$ cat config.mk
export PLATFORM = sky130hd
export DESIGN_NAME = ex_branch_resolve
export DESIGN_NICKNAME = d
export VERILOG_FILES = /design/src/rtl/ex_branch_resolve.sv
export SDC_FILE = /design/constraint.sdc
export NUM_CORES = 1
export LEC_CHECK = 0
export CORE_ASPECT_RATIO = 2
export CORE_MARGIN = 2
export CORE_UTILIZATION = 50
export DETAILED_ROUTE_END_ITERATION = 12
export HOLD_SLACK_MARGIN = 0.12
export PLACE_DENSITY_LB_ADDON = 0.1
export SYNTH_ARGS = -nofsm -noshare
export SYNTH_HDL_FRONTEND = slang
export SYNTH_SLANG_ARGS = --single-unit
$ cat constraint.sdc
create_clock -name clk -period 13.8 [get_ports clk]
set_clock_uncertainty 0.1 [all_clocks]
set_input_delay 2.07 -clock clk [delete_from_list [all_inputs] [get_ports clk]]
set_output_delay 2.07 -clock clk [all_outputs]
set_load 0.005 [all_outputs]
$ cat src/rtl/ex_branch_resolve.sv
// ex_branch_resolve: EX-stage branch resolution, mispredict redirect, BTB update and perf counters
// Ports:
//   clk, rst                  clock, synchronous active-high reset
//   pipeline_en               EX instruction advances this cycle
//   ex_forward_pipeline_flush EX slot is a flush bubble
//   ex_invalid_inst           EX slot is an illegal instruction
//   ex_pc/op1/op2/immediate   EX PC, forwarded rs1/rs2, immediate
//   ex_opcode, ex_func3       instruction fields
//   ex_pred_*                 BTB prediction carried with the instruction
//   redirect_valid/_pc        registered fetch redirect and flush request
//   btb_upd_*                 registered BTB update
//   branch_cnt/mispredict_cnt performance counters (tied to 0 unless BRANCH_PERF_CNT_EN is defined)
module ex_branch_resolve (
  input  logic        clk,
  input  logic        rst,
  input  logic        pipeline_en,
  input  logic        ex_forward_pipeline_flush,
  input  logic        ex_invalid_inst,
  input  logic [31:0] ex_pc,
  input  logic [31:0] ex_op1,
  input  logic [31:0] ex_op2,
  input  logic [31:0] ex_immediate,
  input  logic [6:0]  ex_opcode,
  input  logic [2:0]  ex_func3,
  input  logic        ex_pred_valid,
  input  logic        ex_pred_taken,
  input  logic [31:0] ex_predicted_pc,
  output logic        redirect_valid,
  output logic [31:0] redirect_pc,
  output logic        btb_upd_valid,
  output logic        btb_upd_taken,
  output logic [31:0] btb_upd_pc,
  output logic [31:0] btb_upd_target,
  output logic [31:0] branch_cnt,
  output logic [31:0] mispredict_cnt
);
  localparam logic [0:0] RESOLVE = 1'b0;
  localparam logic [0:0] SHADOW  = 1'b1;
  logic [0:0]  state_q, state_d;
  logic        is_br, is_jal, is_jalr, is_ctrl;
  logic        eq, lt_s, lt_u, br_taken, taken;
  logic [31:0] pc4, target, actual_pc, pred_pc, upd_target;
  logic        mispred, qual, do_redirect, do_upd;
  logic        redirect_valid_q, btb_upd_valid_q, btb_upd_taken_q;
  logic [31:0] redirect_pc_q, btb_upd_pc_q, btb_upd_target_q;
  always_comb begin
    is_br      = ex_opcode == 7'b1100011;
    is_jal     = ex_opcode == 7'b1101111;
    is_jalr    = ex_opcode == 7'b1100111;
    is_ctrl    = is_br | is_jal | is_jalr;
    eq         = ex_op1 == ex_op2;
    lt_s       = $signed(ex_op1) < $signed(ex_op2);
    lt_u       = ex_op1 < ex_op2;
    br_taken   = ex_func3 == 3'b000 ? eq :
                 ex_func3 == 3'b001 ? !eq :
                 ex_func3 == 3'b100 ? lt_s :
                 ex_func3 == 3'b101 ? !lt_s :
                 ex_func3 == 3'b110 ? lt_u :
                 ex_func3 == 3'b111 ? !lt_u : 1'b0;
    taken      = is_br ? br_taken : (is_jal | is_jalr);
    pc4        = ex_pc + 32'd4;
    target     = is_jalr ? ((ex_op1 + ex_immediate) & ~32'd1) : ex_pc + ex_immediate;
    actual_pc  = taken ? target : pc4;
    pred_pc    = (ex_pred_valid & ex_pred_taken) ? ex_predicted_pc : pc4;
    mispred    = pred_pc != actual_pc;
    qual       = pipeline_en & (state_q == RESOLVE) & !ex_forward_pipeline_flush & !ex_invalid_inst;
    do_redirect = qual & mispred;
    // a mispredicted non-control instruction is a BTB alias and is written back as not-taken
    do_upd     = qual & (is_ctrl | mispred);
    upd_target = is_ctrl ? target : pc4;
    // the instruction following a redirect is wrong-path until the pipeline advances once
    state_d    = state_q == RESOLVE ? (do_redirect ? SHADOW : RESOLVE) :
                 (pipeline_en ? RESOLVE : SHADOW);
  end
  always_ff @(posedge clk) begin
    if (rst) begin
      state_q          <= RESOLVE;
      redirect_valid_q <= 1'b0;
      redirect_pc_q    <= '0;
      btb_upd_valid_q  <= 1'b0;
      btb_upd_taken_q  <= 1'b0;
      btb_upd_pc_q     <= '0;
      btb_upd_target_q <= '0;
    end else begin
      state_q          <= state_d;
      redirect_valid_q <= do_redirect;
      redirect_pc_q    <= do_redirect ? actual_pc : redirect_pc_q;
      btb_upd_valid_q  <= do_upd;
      btb_upd_taken_q  <= do_upd ? taken : btb_upd_taken_q;
      btb_upd_pc_q     <= do_upd ? ex_pc : btb_upd_pc_q;
      btb_upd_target_q <= do_upd ? upd_target : btb_upd_target_q;
    end
  end
  assign redirect_valid = redirect_valid_q;
  assign redirect_pc    = redirect_pc_q;
  assign btb_upd_valid  = btb_upd_valid_q;
  assign btb_upd_taken  = btb_upd_taken_q;
  assign btb_upd_pc     = btb_upd_pc_q;
  assign btb_upd_target = btb_upd_target_q;
`ifdef BRANCH_PERF_CNT_EN
  logic [31:0] branch_cnt_q, mispredict_cnt_q;
  always_ff @(posedge clk) begin
    if (rst) begin
      branch_cnt_q     <= '0;
      mispredict_cnt_q <= '0;
    end else begin
      branch_cnt_q     <= branch_cnt_q + {31'd0, qual & is_ctrl};
      mispredict_cnt_q <= mispredict_cnt_q + {31'd0, do_redirect};
    end
  end
  assign branch_cnt     = branch_cnt_q;
  assign mispredict_cnt = mispredict_cnt_q;
`else
  assign branch_cnt     = '0;
  assign mispredict_cnt = '0;
`endif
endmodule

==> flow_summary_export.csv <==
group,metric,value,unit
cts,postCtsSetupBuffers,0,
worst_setup_path,r2r_slack,11480,ps
timing,relSlewSlack,0.177,
cts,path_clk_slew,70,ps
worst_setup_path,worstPathCellList,"clkdlybuf4s50_1, ha_1, fa_1, a211oi_2, nor3_1, o21ai_0, nand3_1, o31ai_1, mux2i_1, nor2_1, o41ai_1, and4b_1, o2111ai_1, nor4bb_1, buf_4, a21o_1, buf_4, mux2_2",
power_and_ir_drop,p_per_area,71.6,nW/µm²
layout,diodes,0,
hold_path,hold_end,"btb_upd_target[0]",
synth,ys_seq_area_frac,0.161,
timing,slew_violations,0,
placed_design,hpwlAfterDp,39.9,mm
timing,setup_tns,0,ps
cts,cts_hold_buf,0,
worst_setup_path,cp.depth,18,
layout,drive_gt1_frac,0.0431,
synth,yosys_register_bits,100,
hold_path,hold_depth,2,
worst_setup_path,required,13960,ps
floorplan,initial_core_util,0.509,
placed_design,gp_congestion,0.974,
worst_setup_path,cpPeakStageDelay,710,ps
synth,syn_area_per_cell,7.40,µm²
timing,min_period_over_period,0.593,
cts,cts.htree.levels,3,
worst_setup_path,worstPathArrival,8350,ps
synth,async_flop_share,0,
timing,max_freq,122,MHz
detailed_routing,wirelength,48.6,mm
detailed_routing,dr_total_vias,13560,
cts,cts_resized,0,
detailed_routing,drtIter0Drc,952,
detailed_routing,ant_nets,0,
grt,grt_pass1_vias,13061,
synth,ys.flop_type,"dfxtp_1",
grt,antenna_found_initial,0,
detailed_routing,drc_errors,0,
floorplan,core,24400,µm²
worst_setup_path,timing.rr.end,"btb_upd_pc[5]",
cts,cts_root_buf,"clkbuf_16",
worst_setup_path,slowest_stage,"clkdlybuf4s50_1",
grt,grtUsageTotal,0.359,
cts,cts_buffer_depth,2,
job,drv_cap,0,
layout,final_net_count,2170,
timing,rsz0062_at_grt,"false",
synth,yosysWarningCount,0,
run_status,status,"completed",
worst_setup_path,crit_fanout,34,
timing,worst_slew_pin_slew,1230,ps
placed_design,port_buffers,275,
worst_setup_path,endpoint_kind,"register",
floorplan,rows,81,
power_and_ir_drop,leakage,6.38,nW
worst_setup_path,crit_top_cell,"buf_4",
floorplan,ioPinCount,340,
cts,cts_made_buffers,9,
cts,clkSinkCount,100,
grt,grt-ovfl-total,0,
layout,syn2layout_area_growth,24.0,%
detailed_routing,firstDrtPassIters,6,
layout,register_area,2000,µm²
timing,finalHoldViolCount,0,
timing,min_period,8190,ps
cts,insertion_delay,360,ps
worst_setup_path,crit_buf_inv,3,
synth,synth_cell_types,100,
hold_path,hold_class,"reg -> reg",
layout,multi_input_area,9570,µm²
worst_setup_path,startpoint_type,"input port",
floorplan,fp.dieH,227,µm
hold_path,hold_start,"btb_upd_target[0]",
worst_setup_path,worstReg2RegStart,"state_q",
synth,synth-edff-count,0,
grt,grt_pass1_wl,71.5,mm
detailed_routing,viasPerCell,6.07,
worst_setup_path,critical_path.top_delay_family,"compound AO/OA/AOI/OAI gates",
timing,finalSetupViolations,0,
power_and_ir_drop,ir_drop,51.8,µV
floorplan,fp.dieW,115,µm
grt,grt_max_degree,113,
worst_setup_path,reg2regPathDepth,4,
worst_setup_path,criticalPathCategory,"in -> reg",
layout,fill_cells,2235,
synth,netlist_area,12400,µm²
detailed_routing,routedWlPerCell,21.7,µm
layout,fin_util,0.631,
cts,cts_tree,"done",
synth,syn_inst,1678,
floorplan,die-area,26200,µm²
Yosys cell counts (all sizes together) (6+ instances only):
cell	count	area, µm²
a2111oi	6	58.8
a211oi	26	205
a21o	16	120
a21oi	112	568
a31oi	12	87.6
and2	11	68.8
and3	18	113
and4	6	52.6
buf	97	698
clkbuf	48	181
dfxtp	100	2000
ha	94	1180
inv	62	233
mux2	13	158
mux2i	113	1130
nand2	284	1070
nand2b	11	68.8
nand3	60	300
nand4	35	219
nor2	89	342
nor2b	10	62.6
nor3	34	191
nor4	18	131
o2111ai	8	76.3
o211ai	62	465
o21a	19	143
o21ai	71	355
o311ai	6	52.6
or2	6	37.5
or3	20	130
xnor2	50	438
xor2	68	603
routing by layer:
| layer | global-route usage | vias to the layer above | routed length, µm |
|---|---|---|---|
| li1 | - | 6397 | - |
| met1 | 0.362 | 6306 | 16500 |
| met2 | 0.662 | 662 | 25300 |
| met3 | 0.0301 | 195 | 2540 |
| met4 | 0.278 | 0 | 4250 |
| met5 | 0 | - | 0 |
sequential cells by signal (all words and copies together), names as in the netlist:
signal,flops
btb_upd_target,32
btb_upd_pc,32
redirect_valid,1
btb_upd_taken,1
redirect_pc,32
btb_upd_valid,1
state_q,1
report_power, final:
group | switching, mW | internal, mW | total (mW)
Clock | 0.124 | 0.149 | 0.274
Sequential | 0.00684 | 0.301 | 0.308
Combinational | 0.307 | 0.214 | 0.521
worst reg2reg max path: cells and delay by family (launching register included):
family | cells | cell delay, ps
AND/OR/NAND/NOR | 1 | 830
buffers and inverters | 1 | 540
flip-flops | 1 | 320
AO/OA/AOI/OAI | 1 | 160
multiplexers | 1 | 310
cell type report:
class / count / share of cell area
Timing Repair Buffer: 290 / 0.186
Clock inverter: 6 / 0.00512
Inverter: 63 / 0.0155
Tap cell: 332 / 0.0270
Multi-Input combinational cell: 1433 / 0.621
Clock buffer: 10 / 0.0155
Sequential cell: 100 / 0.130
worst max-delay path by stage:
stage                     startpoint            endpoint  slack, ps
after global routing        ex_pc[0]   btb_upd_target[1]       5450
after global placement      ex_pc[0]  btb_upd_target[30]       5490
final                       ex_pc[0]     redirect_pc[31]       5610
after detailed placement    ex_pc[0]     redirect_pc[31]       5450
after CTS                   ex_pc[0]  btb_upd_target[17]       5770
after floorplan           ex_op1[21]      redirect_pc[0]       7650
cell usage in the layout (no fill, tap or decap), drive strengths merged, types with 6 or more instances in the layout:
master / Yosys / layout
nor2: 89 / 89
o2111ai: 8 / 8
conb: 1 / 64
ha: 94 / 94
or3: 20 / 20
clkbuf: 48 / 10
or2: 6 / 6
o21ai: 71 / 71
dfxtp: 100 / 100
nor4: 18 / 18
nor2b: 10 / 10
and4: 6 / 6
a21o: 16 / 16
a21oi: 112 / 112
xor2: 68 / 68
o311ai: 6 / 6
clkdlybuf4s50: 0 / 275
inv: 62 / 65
a31oi: 12 / 12
and3: 18 / 18
o211ai: 62 / 62
mux2i: 113 / 113
nand2b: 11 / 11
nand3: 60 / 60
and2: 11 / 11
o21a: 19 / 19
a211oi: 26 / 26
xnor2: 50 / 50
nand2: 284 / 284
mux2: 13 / 13
nand4: 35 / 35
nor3: 34 / 34
a2111oi: 6 / 6
buf: 97 / 15
cell families after synthesis:
kind of cell    count (synthesis)  share of synthesized area
fa+ha+maj                      96                     0.0979
simple gates                  622                      0.239
mux                           126                      0.104
flops                         100                      0.161
compound gates                406                      0.222
xor+xnor                      119                     0.0856
buf+inv                       208                     0.0898
other cells                     1                   0.000302
stage by stage:
step / total power [mW] / cell area [µm²] / setup WS [ps] / hold WS, ps / cells
2_1_floorplan: 0.635 / 12700 / 7650 / 350 / 1741
3_3_place_gp: 0.817 / 15100 / 5490 / 342 / 2218
3_5_place_dp: 0.822 / 15100 / 5450 / 347 / 2218
4_1_cts: 1.09 / 15400 / 5770 / 358 / 2234
5_1_grt: 1.15 / 15400 / 5450 / 377 / 2234
6_report: 1.10 / 15400 / 5610 / 354 / 2234
Power figures use the tool's default switching activity.
